File: config.mk
export PLATFORM = sky130hd
export DESIGN_NAME = dpcd_multi
export DESIGN_NICKNAME = d
export VERILOG_FILES = /design/src/rtl/dpcd_pkg.sv /design/src/rtl/dpcd_chan.sv /design/src/rtl/dpcd_multi.sv
export SDC_FILE = /design/constraint.sdc
export NUM_CORES = 1
export LEC_CHECK = 0
export BUFFER_PORTS_ARGS = -buffer_cell sky130_fd_sc_hd__clkbuf_2
export CAP_MARGIN = 10
export CORE_MARGIN = 3
export CORE_UTILIZATION = 55
export CTS_BUF_LIST = sky130_fd_sc_hd__clkbuf_4 sky130_fd_sc_hd__clkbuf_8 sky130_fd_sc_hd__clkbuf_16
export CTS_CLUSTER_DIAMETER = 40
export CTS_CLUSTER_SIZE = 30
export DETAILED_ROUTE_END_ITERATION = 8
export PLACE_DENSITY_LB_ADDON = 0.05
export SYNTH_ARGS = -nofsm -noshare
export SYNTH_HDL_FRONTEND = slang
export SYNTH_HIERARCHICAL = 1
export SYNTH_SLANG_ARGS = --single-unit
export TNS_END_PERCENT = 50
File: constraint.sdc
create_clock -name clk_src -period 3.1 [get_ports clk_src]
set_input_delay 0.62 -clock clk_src [delete_from_list [all_inputs] [get_ports clk_src]]
set_output_delay 0.62 -clock clk_src [all_outputs]
set_load 0.05 [all_outputs]
File: src/rtl/dpcd_pkg.sv
// dpcd_pkg: shared types, default constants and the high-time helper for
// the multi-channel programmable clock divider.
package dpcd_pkg;

  localparam int DPCD_DIV_W     = 8;
  localparam int DPCD_DIV_RESET = 1;

  typedef logic [DPCD_DIV_W-1:0] div_t;

  // Number of high cycles in a period of the given ratio: ceil(ratio / 2).
  function automatic int unsigned ceil_half(input int unsigned ratio);
    return (ratio + 1) / 2;
  endfunction

endpackage

File: src/rtl/dpcd_chan.sv
// dpcd_chan: one divider channel. Holds the period counter, the active and
// pending divide controls, the registered clock/tick outputs and the
// combinational bypass used when the ratio is 1.
module dpcd_chan
  import dpcd_pkg::*;
#(
  parameter int DIV_W     = DPCD_DIV_W,
  parameter int DIV_RESET = DPCD_DIV_RESET
) (
  input  logic             clk_i,
  input  logic             rst_i,
  input  logic             en_i,
  input  logic             sync_i,
  input  logic             acc_i,
  input  logic [DIV_W-1:0] div_i,
  output logic             pending_o,
  output logic             clk_out_o,
  output logic             tick_o
);

  logic [DIV_W-1:0] cnt_q, cnt_d;
  logic [DIV_W-1:0] div_q, div_d;
  logic [DIV_W-1:0] divPend_q, divPend_d;
  logic             pend_q, pend_d;
  logic             enSeen_q;
  logic             clkOut_q, clkOut_d;
  logic             tick_q, tick_d;
  logic             running, wrap, boundary;

  // Next-state logic: a boundary (wrap, disable, first enabled cycle or a
  // sync pulse) restarts the count and is the only place an update lands.
  always_comb begin
    running   = en_i && enSeen_q;
    wrap      = (cnt_q == div_q);
    boundary  = !running || wrap || sync_i;
    cnt_d     = boundary ? '0 : cnt_q + DIV_W'(1);
    div_d     = div_q;
    divPend_d = divPend_q;
    pend_d    = pend_q;
    clkOut_d  = running && (32'(cnt_q) < ceil_half(32'(div_q) + 32'd1));
    tick_d    = running && wrap;
    if (boundary && pend_q) begin
      div_d  = divPend_q;
      pend_d = 1'b0;
    end
    if (acc_i) begin
      divPend_d = div_i;
      pend_d    = 1'b1;
    end
  end

  // State registers; reset discards any pending update.
  always_ff @(posedge clk_i) begin
    if (rst_i) begin
      cnt_q     <= '0;
      div_q     <= DIV_W'(DIV_RESET);
      divPend_q <= '0;
      pend_q    <= 1'b0;
      enSeen_q  <= 1'b0;
      clkOut_q  <= 1'b0;
      tick_q    <= 1'b0;
    end else begin
      cnt_q     <= cnt_d;
      div_q     <= div_d;
      divPend_q <= divPend_d;
      pend_q    <= pend_d;
      enSeen_q  <= en_i;
      clkOut_q  <= clkOut_d;
      tick_q    <= tick_d;
    end
  end

  // Ratio 1 cannot be produced by a register, so the source clock is passed
  // through (gated by the enable) while the active divide control is zero.
  always_comb begin
    clk_out_o = (div_q == '0) ? (clk_i & en_i) : clkOut_q;
  end

  assign tick_o    = tick_q;
  assign pending_o = pend_q;

endmodule

File: src/rtl/dpcd_multi.sv
// dpcd_multi: NUM_CH independent glitch-free programmable clock dividers
// sharing one source clock and one reconfiguration handshake.
// Optional feature: define DPCD_PHASE_SYNC_EN to add the sync_in realign port.
module dpcd_multi
  import dpcd_pkg::*;
#(
  parameter  int NUM_CH    = 4,
  parameter  int DIV_W     = DPCD_DIV_W,
  parameter  int DIV_RESET = DPCD_DIV_RESET,
  localparam int CHW       = (NUM_CH > 1) ? $clog2(NUM_CH) : 1
) (
  input  logic              clk_src,
  input  logic              rst,
  input  logic [NUM_CH-1:0] ch_en,
  input  logic              cfg_valid,
  output logic              cfg_ready,
  input  logic [CHW-1:0]    cfg_chan,
  input  logic [DIV_W-1:0]  cfg_div,
  output logic [NUM_CH-1:0] pending,
  output logic [NUM_CH-1:0] clk_out,
  output logic [NUM_CH-1:0] clk_tick
`ifdef DPCD_PHASE_SYNC_EN
  ,
  input  logic              sync_in
`endif
);

  logic              chanFree;
  logic [NUM_CH-1:0] accept;
  logic              syncPulse;

  // Ready only when the addressed channel exists and has no update in flight.
  always_comb begin
    chanFree = 1'b0;
    for (int i = 0; i < NUM_CH; i++) begin
      if (cfg_chan == CHW'(i)) chanFree = !pending[i];
    end
  end

  assign cfg_ready = chanFree;

  // Steer an accepted request to exactly one channel.
  always_comb begin
    accept = '0;
    for (int i = 0; i < NUM_CH; i++) begin
      accept[i] = cfg_valid && chanFree && (cfg_chan == CHW'(i));
    end
  end

`ifdef DPCD_PHASE_SYNC_EN
  assign syncPulse = sync_in;
`else
  assign syncPulse = 1'b0;
`endif

  for (genvar g = 0; g < NUM_CH; g++) begin : genChan
    dpcd_chan #(
      .DIV_W    (DIV_W),
      .DIV_RESET(DIV_RESET)
    ) uChan (
      .clk_i    (clk_src),
      .rst_i    (rst),
      .en_i     (ch_en[g]),
      .sync_i   (syncPulse),
      .acc_i    (accept[g]),
      .div_i    (cfg_div),
      .pending_o(pending[g]),
      .clk_out_o(clk_out[g]),
      .tick_o   (clk_tick[g])
    );
  end

endmodule

==> flow_metrics.env <==
export IMPL_top_layer_used="met5"
export IMPL_synth_seq_cells=112
export IMPL_netlist_top_cell_by_area="dfxtp_1"
export IMPL_synth_edf_count=0
export IMPL_die_x_um=119.4
export IMPL_crit_slowest_cell="clkbuf_2"
export IMPL_power_density_nw_per_um2=436.0
export IMPL_setup_viol=0
export IMPL_end_kind="primary output"
export IMPL_synthToLayoutAreaGrowth_pct=7.389
export IMPL_cp_common_cell="clkbuf_16"
export IMPL_crit_arrival_ns=2.26
export IMPL_reg2reg_depth=8
export IMPL_total_leakage_power_uw=0.002592
export IMPL_insertion_delay_ns=0.47
export IMPL_antenna_found_initial=1
export IMPL_fin_setup_tns_ns=0
export IMPL_r2r_start="genChan[2].uChan/div_q[4]$_SDFFE_PP0P_"
export IMPL_critPathCapture="clk_out[1]"
export IMPL_final_cells=946
export IMPL_synth_distinct_cells=50
export IMPL_drive_gt1_share_pct=14.65
export IMPL_via_per_inst=5.928
export IMPL_max_slew_margin_pct=32.44
export IMPL_final_net_count=826
export IMPL_dpl_hpwl_um=10560
export IMPL_grt_pass1_wl_um=26260
export IMPL_ios=30
export IMPL_r2r_end="genChan[2].uChan/clkOut_q$_SDFF_PP0_"
export IMPL_synth_top_area_share_pct=31.68
export IMPL_path_max_fanout=2
export IMPL_final_common_cell="dfxtp_1"
export IMPL_diodes=0
export IMPL_ys_flop_type="dfxtp_1"
export IMPL_rsz0062_at_grt="false"
export IMPL_hold_viol_final=0
export IMPL_ir_drop_v=0.0004105
export IMPL_drt_iter0_drc=334
export IMPL_fin_util_pct=61.74
export IMPL_initial_core_util_pct=57.49
export IMPL_row_count=40
export IMPL_crit_type="clk -> out"
export IMPL_wl_met2_um=6969
export IMPL_ys_seq_area_share_pct=31.68
export IMPL_cp_required_ns=2.48
export IMPL_die_h_um=119.4
export IMPL_cp_start_kind="clock port"
export IMPL_cp_depth=4
export IMPL_cts_setup_buffers=0
export IMPL_met3_length_um=651
export IMPL_cp_slowest_stage_delay_ns=0.23
export IMPL_cts_tree="done"
export IMPL_track_usage_pct=22.49
export IMPL_synthTopCellsByArea="dfxtp_1 32%, ha_1 6.4%, mux2i_1 4.5%, xnor2_1 4.5%, nand3_1 4.0%"
export IMPL_syn_instance_count=780
export IMPL_vias=5608
export IMPL_wl_per_cell_um=16.22
export IMPL_die_area_um2=14270
export IMPL_slew_violations=0
export IMPL_grt_overflow=0
export IMPL_synth_area_per_cell_um2=9.074
export IMPL_rrSetupSlack_ns=0.95
export IMPL_portBuffers=29
export IMPL_grt_max_degree=112
export IMPL_async_reset_ff_share_pct=0
export IMPL_first_pass_iters=5
export IMPL_antenna_left=0
export IMPL_cts_hold_buffers=0
export IMPL_cp_top_family="buffers and inverters"
export IMPL_cts_resized=0
export IMPL_drcViolationCount=0
export IMPL_syn_area_um2=7078
export IMPL_cp_startpoint="clk_src"
export IMPL_clkTransAtPathRegs_ns=0.07
export IMPL_tightestPinTransition_ns=1.013
export IMPL_design_core_area_um2=12310
export IMPL_crit_buf_inv=3
export IMPL_yosysWarnings=6
export IMPL_met1Wirelength_um=7457
export IMPL_place_gp_congestion=0.8903
export IMPL_final_setup_skew_ns=0.007097
export IMPL_cp_cell_sequence="clkbuf_16 -> clkbuf_16 -> a41o_1 -> clkbuf_2"
export IMPL_place_inst=926
export IMPL_hold_path_class="in -> reg"
export IMPL_grt_pass1_vias=5454
export IMPL_maxCapViolCount=0
export IMPL_status="complete, no violations"
export IMPL_layout_common_cells="112 x dfxtp_1, 72 x nor2_1, 56 x nand3_1"
export IMPL_finalWirelength_um=15350
-- routing by layer --
layer / global-route usage, % / vias to the layer above
met5: 0 / -
met4: 7.588 / 2
met3: 6.030 / 28
met2: 34.92 / 89
met1: 30.33 / 2695
li1: - / 2794
-- registers in the layout, summed over array words and instances (netlist names) --
register,cells
genChan.uChan/cnt_q,32
genChan.uChan/divPend_q,32
genChan.uChan/div_q,32
genChan.uChan/clkOut_q,4
genChan.uChan/enSeen_q,4
genChan.uChan/pending_o,4
genChan.uChan/tick_o,4
-- how the worst min path moves through the flow --
stage	start	endpoint	slack, ns	cells past startpoint
3_5_place_dp	genChan[2].uChan/enSeen_q$_SDFF_PP0_	genChan[2].uChan/tick_o$_SDFF_PP0_	0.47	2
4_1_cts	ch_en[1]	genChan[1].uChan/enSeen_q$_SDFF_PP0_	0.38	2
3_3_place_gp	genChan[0].uChan/enSeen_q$_SDFF_PP0_	genChan[0].uChan/tick_o$_SDFF_PP0_	0.46	2
2_1_floorplan	genChan[0].uChan/enSeen_q$_SDFF_PP0_	genChan[0].uChan/tick_o$_SDFF_PP0_	0.43	2
6_report	ch_en[3]	genChan[3].uChan/enSeen_q$_SDFF_PP0_	0.39	2
5_1_grt	ch_en[1]	genChan[1].uChan/enSeen_q$_SDFF_PP0_	0.41	2
-- cells in the mapped netlist, drive strengths merged, types with 25 or more instances --
library cell  instances
ha                   36
a21oi                32
buf                  45
nor4                 40
xnor2                48
o311ai               28
mux2i                32
nand2                41
nand2b               25
dfxtp               112
nor2                 76
nand3                56
xor2                 28
nor3b                29
-- power by group --
group          total, uW  internal (uW)  switching (uW)
Sequential          1480           1460            18.2
Clock               1600            967             635
Combinational        231           73.4             158
Total               3310           2500             810
-- area by class of cell --
type | instances | area, um2
clock buffers | 19 | 366.6
clock inverters | 5 | 80.08
fillers | 1107 | 4711
inverters | 9 | 33.78
multi-input cells | 594 | 4432
flip-flops and latches | 112 | 2242
well taps | 168 | 210.2
repair buffers | 39 | 236.5
-- cell families after synthesis --
group,count (synthesis),synth area share [%]
other,1,0.05298
XOR/XNOR,76,10.68
AND/OR/NAND/NOR,349,29.61
flip-flops,112,31.68
buffers and inverters,77,6.046
multiplexers,33,4.844
adder cells (fa/ha/maj),36,6.364
AO/OA/AOI/OAI,96,10.73
-- metrics by stage --
stage,setup slack [ns],area (um2),total power (uW),hold WS [ns]
floorplan,0.5676,7089,1708,0.4332
global placement,0.5254,7174,1760,0.4592
detailed placement,0.5254,7174,1766,0.4679
CTS,0.2041,7601,3364,0.3845
global route,0.1905,7601,3443,0.4088
finish,0.2171,7601,3314,0.3928
Power figures use the tool's default switching activity.
